$ cat src/rtl/noc_pkg.sv
// rtl/noc_pkg.sv - shared router types, port indices and crossbar select helpers
package noc_pkg;

    // Requester bit positions in the 4-bit request/grant vectors
    localparam int IDX_N = 3;
    localparam int IDX_S = 2;
    localparam int IDX_E = 1;
    localparam int IDX_L = 0;

    // Crossbar select encodings; W is listed for completeness but never
    // produced by the WEST allocator (no U-turns)
    typedef enum logic [2:0] {
        CS_N    = 3'b000,
        CS_S    = 3'b001,
        CS_W    = 3'b010,
        CS_E    = 3'b011,
        CS_L    = 3'b100,
        CS_NONE = 3'b111
    } cs_sel_t;

    typedef enum logic {
        IDLE   = 1'b0,
        LOCKED = 1'b1
    } alloc_state_t;

    // Map a one-hot requester vector onto the crossbar select code
    function automatic cs_sel_t onehot_to_cs(input logic [3:0] oh);
        cs_sel_t cs;
        cs = CS_NONE;
        if (oh == (4'b0001 << IDX_N)) cs = CS_N;
        else if (oh == (4'b0001 << IDX_S)) cs = CS_S;
        else if (oh == (4'b0001 << IDX_E)) cs = CS_E;
        else if (oh == (4'b0001 << IDX_L)) cs = CS_L;
        return cs;
    endfunction

endpackage

$ cat src/rtl/rr_pick4.sv
// rtl/rr_pick4.sv - combinational rotating-priority pick over four requesters
module rr_pick4 (
    input  logic [3:0] ptr_i,
    input  logic [3:0] req_i,
    output logic [3:0] gnt_o
);

    logic [1:0] start_idx;
    logic [1:0] idx;
    logic       found;

    // Search downward from the one-hot priority pointer, wrapping 0 -> 3
    always_comb begin
        start_idx = 2'd3;
        idx       = 2'd0;
        found     = 1'b0;
        gnt_o     = 4'b0000;
        case (ptr_i)
            4'b1000: start_idx = 2'd3;
            4'b0100: start_idx = 2'd2;
            4'b0010: start_idx = 2'd1;
            4'b0001: start_idx = 2'd0;
            default: start_idx = 2'd3;
        endcase
        for (int k = 0; k < 4; k++) begin
            idx = start_idx - k[1:0];
            if (!found && req_i[idx]) begin
                gnt_o[idx] = 1'b1;
                found      = 1'b1;
            end
        end
    end

endmodule

$ cat src/rtl/w_port_alloc_ctrl.sv
// rtl/w_port_alloc_ctrl.sv - WEST output wormhole allocator with credit flow control
module w_port_alloc_ctrl #(
    parameter int CREDIT_DEPTH = 4,
    parameter int CNT_W        = 3
) (
    input  logic             clk,
    input  logic             reset,
    input  logic [3:0]       req_valid_i,
    input  logic [3:0]       req_head_i,
    input  logic [3:0]       req_tail_i,
    input  logic             credit_return_i,
    output logic [3:0]       grant_o,
    output logic [2:0]       cs_sel_o,
    output logic             flit_xfer_o,
    output logic             change_order_o,
    output logic [CNT_W-1:0] credit_cnt_o,
    output logic             busy_o
);

    import noc_pkg::*;

    localparam logic [CNT_W-1:0] CREDIT_MAX = CNT_W'(CREDIT_DEPTH);
    localparam logic [CNT_W-1:0] CREDIT_ONE = CNT_W'(1);
    localparam logic [3:0]       PTR_RESET  = 4'b1000;

    alloc_state_t     state_q,  state_d;
    logic [3:0]       grant_q,  grant_d;
    cs_sel_t          cs_q,     cs_d;
    logic [3:0]       ptr_q,    ptr_d;
    logic [CNT_W-1:0] credit_q, credit_d;

    logic [3:0] elig;
    logic [3:0] pick;
    logic       xfer;
    logic       tail_xfer;

    // Only head flits may open a new packet
    assign elig = req_valid_i & req_head_i;

    rr_pick4 u_pick (
        .ptr_i (ptr_q),
        .req_i (elig),
        .gnt_o (pick)
    );

    // A flit moves when the locked requester presents one and downstream has room
    assign xfer      = (state_q == LOCKED) && (|(req_valid_i & grant_q)) && (credit_q != '0);
    assign tail_xfer = xfer && (|(req_tail_i & grant_q));

    // Allocation FSM next state: lock on a head, release on the tail transfer
    always_comb begin
        state_d = state_q;
        grant_d = grant_q;
        cs_d    = cs_q;
        ptr_d   = ptr_q;
        case (state_q)
            IDLE: begin
                if (|elig) begin
                    state_d = LOCKED;
                    grant_d = pick;
                    cs_d    = onehot_to_cs(pick);
                end
            end
            LOCKED: begin
                if (tail_xfer) begin
                    state_d = IDLE;
                    grant_d = 4'b0000;
                    cs_d    = CS_NONE;
                    // finished requester drops to lowest priority
                    ptr_d   = {grant_q[0], grant_q[3:1]};
                end
            end
            default: begin
                state_d = IDLE;
                grant_d = 4'b0000;
                cs_d    = CS_NONE;
            end
        endcase
    end

    // Credit counter: a send and a return in the same cycle cancel out
    always_comb begin
        credit_d = credit_q;
        if (xfer && !credit_return_i) begin
            credit_d = credit_q - CREDIT_ONE;
        end else if (!xfer && credit_return_i && (credit_q != CREDIT_MAX)) begin
            credit_d = credit_q + CREDIT_ONE;
        end
    end

    // State registers; reset aborts any packet in flight
    always_ff @(posedge clk or negedge reset) begin
        if (!reset) begin
            state_q  <= IDLE;
            grant_q  <= 4'b0000;
            cs_q     <= CS_NONE;
            ptr_q    <= PTR_RESET;
            credit_q <= CREDIT_MAX;
        end else begin
            state_q  <= state_d;
            grant_q  <= grant_d;
            cs_q     <= cs_d;
            ptr_q    <= ptr_d;
            credit_q <= credit_d;
        end
    end

    assign grant_o        = grant_q;
    assign cs_sel_o       = cs_q;
    assign flit_xfer_o    = xfer;
    assign change_order_o = tail_xfer;
    assign credit_cnt_o   = credit_q;
    assign busy_o         = (state_q == LOCKED);

endmodule
$ cat config.mk
export PLATFORM = sky130hd
export DESIGN_NAME = w_port_alloc_ctrl
export DESIGN_NICKNAME = d
export VERILOG_FILES = /design/src/rtl/noc_pkg.sv /design/src/rtl/rr_pick4.sv /design/src/rtl/w_port_alloc_ctrl.sv
export SDC_FILE = /design/constraint.sdc
export NUM_CORES = 1
export LEC_CHECK = 0
export CAP_MARGIN = 10
export CORE_MARGIN = 4
export CORE_UTILIZATION = 52
export DETAILED_ROUTE_END_ITERATION = 7
export GPL_ROUTABILITY_DRIVEN = 0
export GPL_TIMING_DRIVEN = 0
export PLACE_DENSITY = 0.77
export SLEW_MARGIN = 20
export SYNTH_ARGS = -nofsm -noshare
export SYNTH_HDL_FRONTEND = slang
export SYNTH_HIERARCHICAL = 1
export SYNTH_SLANG_ARGS = --single-unit
$ cat constraint.sdc
create_clock -name clk -period 3.6 [get_ports clk]
set_input_delay 0.36 -clock clk [delete_from_list [all_inputs] [get_ports clk]]
set_output_delay 0.36 -clock clk [all_outputs]
set_load 0.005 [all_outputs]
## Word-level counts from Yosys, hierarchy flattened

Index checks and enable logic that the tools add are counted.

- Register bits after elaboration: 15
- Bits in latches: 0
- Bits in writable memories: 0
- ROM bits: 0
- Input port bits: 15
- Output and inout port bits: 13
- Word-level logic and storage cells: 99
- Memories kept: 0

- Add/sub/neg operators: 5
- $mul: 0
- Divide/modulo/power cells: 0
- Magnitude comparators: 8
- Equal/unequal tests: 10
- Shift operators: 0
- Multiplexer cells: 39
- Bitwise gates (word level): 7
- Reduce and logical (&&, ||, !) cells: 25

Operators with widths:

| cell | number |
|---|---|
| $mux W4 | 6 |
| $mux W3 | 7 |
| $logic_and A1 B1 Y1 | 13 |
| $mux W1 | 13 |
| $and A4 B4 Y4 | 3 |
| $lt A2 B3 Y1 const B | 4 |
| $or A4 B4 Y4 | 3 |
| $reduce_or A4 Y1 | 3 |
| $bmux W1 S2 | 4 |
| $demux W1 S2 | 4 |
| $eq A4 B1 Y1 const B | 2 |
| $eq A4 B2 Y1 const B | 2 |
| $eq A4 B3 Y1 const B | 2 |
| $ge A2 B1 Y1 const B | 4 |
| $pmux W4 S2 | 1 |
| $pmux W2 S3 | 1 |
| $pmux W3 S2 | 1 |
| $logic_not A1 Y1 | 5 |
| $eq A4 B4 Y1 const B | 1 |
| $ne A2 B2 Y1 const B | 2 |
| $reduce_and A2 Y1 | 2 |
| $sub A2 B2 Y2 const B | 2 |
| $add A3 B1 Y3 const B | 1 |
| $ne A3 B3 Y1 const B | 1 |
| 7 further kinds | 7 |

## Depth between registers and ports, before layout

Gate-level depths: netlist of run 1.

- Depth after elaboration: 21
- Mapped depth: 14
- Gate-level depth less buffers: 12

## Cells and area by module

Netlist of run 1, hierarchy kept.

By module, submodules not included:

| module | instances | cells an instance | area an instance (um2) | seq. area each (um2) |
|---|---|---|---|---|
| w_port_alloc_ctrl | 1 | 86 | 922.1 | 381.6 |
| rr_pick4 | 1 | 67 | 534.3 | 0.0 |

## Worst setup path after synthesis of run 1

OpenSTA, ideal clock, no wires.

- Kind: reg-to-reg
- From: reg ptr_q[0]
- To: reg cs_q[1] (netlist: cs_sel_o[1])
- Library setup time: 82 ps
- Arrival: 3081 ps
- Data required time: 3518 ps
- Setup slack: 437 ps
- Stages on the path, launching flop included: 15
- Buffers on the path: 2
- Period minus slack after synthesis: 3163 ps
- Cells stage by stage: dfrtp_1 buf_6 xnor2_2 nor3_4 inv_1 ha_1 clkbuf_1 mux2i_1 o31ai_1 and3_1 mux2_1 a221o_1 o21ai_0 o211ai_1 mux2_2

- Longest elaborated chain between the ends: 21
- Elaborated cells on any way between the ends: 61
- Those cells by class: 3 x add/sub; 8 x order compare; 7 x eq/ne; 30 x mux; 3 x bitwise; 10 x reduce/logical

RTL lines:

| element | line | source |
|---|---|---|
| start: declaration | w_port_alloc_ctrl.sv:29 | `logic [3:0] ptr_q, ptr_d;` |
| start signal: assignment | w_port_alloc_ctrl.sv:103 | `ptr_q <= ptr_d;` |
| $eq A4 B1 Y1 (tied with other cells) | rr_pick4.sv:18 | `case (ptr_i)` |
| $pmux W2 S3 * | rr_pick4.sv:18 |  |
| branches (longest 11 deep; another with $lt A2 B3 Y1) | -- |  |
| $mux W4 * | rr_pick4.sv:27 | `if (!found && req_i[idx]) begin` |
| via pick[0] | w_port_alloc_ctrl.sv:33 | `logic [3:0] pick;` |
| $eq A4 B1 Y1 | noc_pkg.sv:33 | `else if (oh == (4'b0001 << IDX_L)) cs = CS_L;` |
| $mux W2 | noc_pkg.sv:33 |  |
| $mux W3 | noc_pkg.sv:32 | `else if (oh == (4'b0001 << IDX_E)) cs = CS_E;` |
| $mux W3 | noc_pkg.sv:31 | `else if (oh == (4'b0001 << IDX_S)) cs = CS_S;` |
| $mux W3 * | noc_pkg.sv:30 | `if (oh == (4'b0001 << IDX_N)) cs = CS_N;` |
| $mux W3 * | w_port_alloc_ctrl.sv:58 | `if (\|elig) begin` |
| $pmux W3 S2 * | w_port_alloc_ctrl.sv:56 | `case (state_q)` |
| end signal: assignment | w_port_alloc_ctrl.sv:102 | `cs_q <= cs_d;` |
| end: declaration | w_port_alloc_ctrl.sv:28 | `cs_sel_t cs_q, cs_d;` |

Mark *: on every way through the listed nets, which the timed path passes. The select of a mux whose other input is x is not followed.
A chain may end at the register's enable or synchronous reset.

## Worst setup path in the final report of run 1

- From: reg ptr_q[1]
- To: reg cs_q[1] (netlist: cs_sel_o[1])

The elaborated chain is that of the path after synthesis.

==> out/metrics.yaml, run 1 <==
run_status: "completed"
multi_input_area_um2: 965
drtIter0Drc: 143
slowest_stage: "dfrtp_1"
syn_avg_cell_area_um2: 9.52
slowest_delay_ns: 0.41
ff2ff_path_depth: 12
place_ws_ns: -0.0386
grt_antenna_before_repair: 0
dp_cells: 210
setup_ws_ns: 0.235
yosysWarnings: 6
final_cells: 214
register_area_um2: 382
criticalPathCategory: "reg2reg"
mostFrequentLayoutCell: "clkdlybuf4s50_1"
final_nets: 206
skew_ns: 0.000956
diodes: 0
synth_area_leaders: "dfrtp_1 17%, dfstp_2 9.0%, mux2_2 8.5%"
dr.pass1.iters: 4
endpoint_kind: "flop"
grt_overflow: 0
routed_wl_um: 3540
power_density_nw_per_um2: 300
p_leak_nw: 0.772
num_io_pins: 28
grt_max_degree: 16
dp_hpwl_um: 2810
slew_headroom: 0.563
layout_common_cells: "27 x clkdlybuf4s50_1, 11 x inv_1, 11 x mux2_2"
ys_seq_area_frac: 0.262
syn-num-nets: 174
use_met1: 0.279
die_w_um: 60.9
fillers: 218
die_h_um: 60.9
start_util: 0.567
clkSinkCount: 15
htree_levels: 1
fp.dieArea_um2: 3710
finalCriticalPeriod_ns: 3.37
fin_setup_tns_ns: 0
cp.arrival_ns: 3.58
netlist_area_um2: 1460
clock_latency_ns: 0.28
via_per_inst: 6.09
setup_viol: 0
fin_crit_sh: 0.935
cp.depth: 12
max_freq_ghz: 0.297
yosys.area.top_type: "dfrtp_1"
fin_util: 0.700
r2r_end: "cs_sel_o[1]"
hold_path.class: "in2async"
critPathLaunchType: "flop"
final-hold-violation-count: 0
drive_above_1_share: 0.212
fin_area_um2: 1800
worstSetupEndpoint: "cs_sel_o[1]"
clockBufferDepth: 2
postSynth.asyncResetShare: 1.00
synthCells: 153
worst_slew_pin_slew_ns: 0.653
wl_per_cell_um: 16.5
max-cap-violations: 0
ys.flop_type: "dfrtp_1"
grt_pass1_wl_um: 6270
synth-seq-cells: 15
synth_edf_count: 0
r2r-start: "ptr_q[1]"
grt.busiest_layer: "met2"
ant_nets: 0
ctsRootBufferMaster: "clkbuf_4"
startpoint: "ptr_q[1]"
vdd_drop_max_mv: 0.320
clk_pin_slew_ns: 0.09
grtUsageMet3: 0.0191
rsz0062_at_grt: "false"
cpLargestDelayFamily: "compound AO/OA/AOI/OAI gates"
port_buffers: 27
synth_top_cell_area_share: 0.172
area_growth_pct: 23.5
drc: 0
vias: 1303
core_area_um2: 2570
yosysUniqueCellTypes: 50
grt_use_total: 0.222
drv_slew: 0
r2r_slack_ns: 0.23
cp_max_fo: 9
fp-row-count: 18
crit_buf_inv: 1
grt_pass1_vias: 1352
path_cells: "buf_6 -> xnor2_1 -> nor3_1 -> ha_2 -> mux2i_1 -> o31ai_1 -> and3_1 -> mux2_1 -> a221o_1 -> o21ai_0 -> o211ai_1 -> mux2_2"
gr-usage-met2: 0.403
required_ns: 3.81
numCtsBuffers: 3
placed_cell_area_um2: 1760
ctsHoldBuffers: 0
cts_tree: "done"
==> kinds of logic after synthesis <==
group                    after synthesis  share of synthesized area
adder cells (fa/ha/maj)                6                     0.0567
AND/OR/NAND/NOR                       41                      0.161
buffers and inverters                 19                     0.0773
AO/OA/AOI/OAI                         45                      0.247
flip-flops                            15                      0.262
multiplexers                          19                      0.143
XOR/XNOR                               8                     0.0533
==> sequential cells by signal, summed over array words and instances, names as in the netlist <==
| register | flops |
|---|---|
| grant_o | 4 |
| ptr_q | 4 |
| credit_cnt_o | 3 |
| cs_sel_o | 3 |
| busy_o | 1 |
==> repair_timing <==
item                                    CTS  global route
hold endpoints to repair                  0             0
pin swaps                                 1             0
endpoints found under the setup margin    1             3
buffers inserted                          1             0
gates resized for setup                   0             1
==> per-layer routing <==
| layer | vias up | part of all wire |
|---|---|---|
| met2 | 39 | 0.53 |
| met5 | - | 0 |
| met3 | 8 | 0.033 |
| li1 | 628 | - |
| met1 | 628 | 0.42 |
| met4 | 0 | 0.016 |
==> final cells by class <==
cell class | count | share of cell area
tap | 30 | 0.0209
clock buffer | 3 | 0.0125
multi-input combinational | 119 | 0.537
buffer | 6 | 0.0341
sequential | 15 | 0.212
clock inverter | 1 | 0.00278
inverter | 12 | 0.0264
timing repair buffer | 28 | 0.154
==> worst min path at each step <==
| stage | endpoint | slack [ns] |
|---|---|---|
| floorplan | busy_o | 0.06 |
| global placement | ptr_q[0] | 0.51 |
| detailed placement | ptr_q[2] | 0.52 |
| CTS | ptr_q[2] | 0.49 |
| global route | ptr_q[2] | 0.52 |
| finish | credit_cnt_o[0] | 0.47 |
==> report_power, final <==
group | leakage [nW] | internal (mW) | total (mW) | switching (mW)
Sequential | 0.183 | 0.197 | 0.228 | 0.0312
Combinational | 0.571 | 0.116 | 0.218 | 0.102
Clock | 0.0177 | 0.0412 | 0.0944 | 0.0532
==> per-stage QoR <==
stage / power [mW] / hold WS (ns)
floorplan: 0.352 / 0.0644
global placement: 0.437 / 0.511
detailed placement: 0.447 / 0.517
CTS: 0.543 / 0.487
global route: 0.575 / 0.518
finish: 0.540 / 0.474
==> Yosys cell counts (2+ instances only) <==
master,number
dfrtp_1,10
nor4_1,2
mux2i_1,5
nand2_1,6
and3_1,3
nor3_1,3
and2_1,4
nand3_1,4
o211ai_1,3
buf_6,5
inv_1,11
o21ai_0,9
ha_1,5
mux2_1,3
a21oi_1,5
xor2_1,5
a211oi_1,3
mux2_2,11
nor2_1,5
a22oi_1,7
nand2b_1,2
o31ai_1,2
a221o_1,3
nor2b_1,6
xnor2_1,2
dfstp_2,5
(Power assumes the default switching activity.)
==> run 2, diff against run 1 <==
CORE_UTILIZATION = 63   (was 52)
DONT_BUFFER_PORTS = 1   (was unset)
PLACE_DENSITY = 0.76   (was 0.77)
==> out/metrics.yaml, run 2 (synthesis gave the netlist of run 1 again) <==
grt_antenna_before_repair: 0  # unchanged
place_ws_ns: 0.105  # was -0.0386 ns
cp.arrival_ns: 3.61  # was 3.58 ns
grt_pass1_vias: 1265  # was 1352
cp_max_fo: 9  # unchanged
grt_pass1_wl_um: 5780  # was 6270 µm
wl_per_cell_um: 17.4  # was 16.5 µm
rsz0062_at_grt: "false"  # unchanged
drive_above_1_share: 0.234  # was 0.212
area_growth_pct: 5.15  # was 23.5%
diodes: 0  # unchanged
endpoint_kind: "flop"  # unchanged
ant_nets: 0  # unchanged
drc: 0  # unchanged
p_sw_frac: 0.363  # was 0.345
vias: 1220  # was 1303
critPathLaunchType: "flop"  # unchanged
hold_path.class: "in2reg"  # was in2async
clock_latency_ns: 0.30  # was 0.28 ns
final-hold-violation-count: 0  # unchanged
die_h_um: 56.1  # was 60.9 µm
switching_power_uw: 176  # was 186 µW
drv_slew: 0  # unchanged
layout_common_cells: "11 x inv_1, 11 x mux2_2, 10 x dfrtp_1"  # was 27 x clkdlybuf4s50_1, 11 x inv_1, 11 x mux2_2
clockBufferDepth: 2  # unchanged
grt_overflow: 0  # unchanged
die_w_um: 56.1  # was 60.9 µm
power_frac_clock: 0.206  # was 0.175
power_density_nw_per_um2: 316  # was 300 nW/µm²
port_buffers: 0  # was 27
core_area_um2: 2210  # was 2570 µm²
fin_crit_sh: 0.940  # was 0.935
slew_headroom: 0.547  # was 0.563
path_cells: "buf_6 -> xnor2_2 -> nor3_4 -> inv_1 -> ha_1 -> mux2i_1 -> o31ai_1 -> and3_1 -> mux2_1 -> a221o_1 -> o21ai_0 -> o211ai_1 -> mux2_2"  # was buf_6 -> xnor2_1 -> nor3_1 -> ha_2 -> mux2i_1 -> o31ai_1 -> and3_1 -> mux2_1 -> a221o_1 -> o21ai_0 -> o211ai_1 -> mux2_2
slowest_stage: "ha_1"  # was dfrtp_1
fp-row-count: 17  # was 18
p_leak_nw: 0.671  # was 0.772 nW
crit_buf_inv: 2  # was 1
max-cap-violations: 0  # unchanged
dp_hpwl_um: 2570  # was 2810 µm
combPwrFrac: 0.318  # was 0.403
fp.dieArea_um2: 3140  # was 3710 µm²
grt_use_total: 0.228  # was 0.222
grt_max_degree: 16  # unchanged
skew_ns: 0.0101  # was 0.000956 ns
cts_tree: "done"  # unchanged
clkSinkCount: 15  # unchanged
criticalPathCategory: "reg2reg"  # unchanged
via_per_inst: 6.56  # was 6.09
setup_viol: 0  # unchanged
routed_wl_um: 3240  # was 3540 µm
final_nets: 180  # was 206
final_cells: 186  # was 214
ctsRootBufferMaster: "clkbuf_4"  # unchanged
numCtsBuffers: 3  # unchanged
drtIter0Drc: 33  # was 143
vdd_drop_max_mv: 0.365  # was 0.320 mV
fin_setup_tns_ns: 0  # unchanged
clk_pin_slew_ns: 0.09  # about the same
cpLargestDelayFamily: "compound AO/OA/AOI/OAI gates"  # unchanged
setup_ws_ns: 0.215  # was 0.235 ns
worst_slew_pin_slew_ns: 0.677  # was 0.653 ns
start_util: 0.658  # was 0.567
finalCriticalPeriod_ns: 3.39  # was 3.37 ns
dr.pass1.iters: 4  # unchanged
required_ns: 3.82  # was 3.81 ns
slowest_delay_ns: 0.43  # was 0.41 ns
htree_levels: 1  # unchanged
dp_cells: 181  # was 210
ctsResizeCount: 0  # unchanged
num_io_pins: 28  # unchanged
p_int_uw: 308  # was 354 µW
seqPwrFrac: 0.476  # was 0.422
run_status: "completed"  # unchanged
max_freq_ghz: 0.295  # was 0.297 GHz
==> run 2: path summary, 6_finish.rpt <==
path,startpoint,to,slack [ns],cells past startpoint
worst max-delay path,ptr_q[2],cs_sel_o[1],0.21,13
worst min-delay path,credit_return_i,credit_cnt_o[2],0.12,1
worst max register to register,ptr_q[2],cs_sel_o[1],0.21,13
worst min register to register,ptr_q[0],ptr_q[0],0.53,1
max in group asynchronous,reset,grant_o[1],2.63,1
min in group asynchronous,reset,credit_cnt_o[0],0.53,1
==> run 2: stage by stage <==
| stage | utilization | total power, mW | hold WS (ns) | area, µm² |
|---|---|---|---|---|
| final | 0.692 | 0.485 | 0.122 | 1530 |
| after global routing | 0.692 | 0.521 | 0.124 | 1530 |
| after CTS | 0.691 | 0.486 | 0.119 | 1530 |
| after detailed placement | 0.674 | 0.383 | 0.0649 | 1490 |
| after global placement | 0.674 | 0.374 | 0.0649 | 1490 |
| after floorplan | - | 0.352 | 0.0644 | 1460 |
==> run 2: timing repair <==
item | 4_1_cts | 5_1_grt
setup buffers | 0 | 1
setup endpoints to repair | 0 | 5
hold buffers | 1 | 0
hold endpoints to repair | 15 | 0
==> run 2: power by group through the flow <==
stage	clock network (mW)	logic [mW]	registers, mW
after floorplan	0	0.126	0.226
after global placement	0	0.141	0.234
after detailed placement	0	0.150	0.233
after CTS	0.102	0.154	0.230
after global routing	0.109	0.178	0.234
final	0.0998	0.154	0.230
==> run 2: layout make-up <==
cell class	instances	area, µm²
sequential	15	382
multi-input combinational	119	962
tap	28	35.0
timing repair buffer	2	17.5
clock buffer	4	26.3
fill	183	681
buffer	6	61.3
inverter	12	47.5
==> run 2: metal layers <==
metal / track usage / part of all wire
met1: 0.282 / 0.43
met2: 0.389 / 0.50
met3: 0.0487 / 0.054
met4: 0.0814 / 0.024
met5: 0 / 0
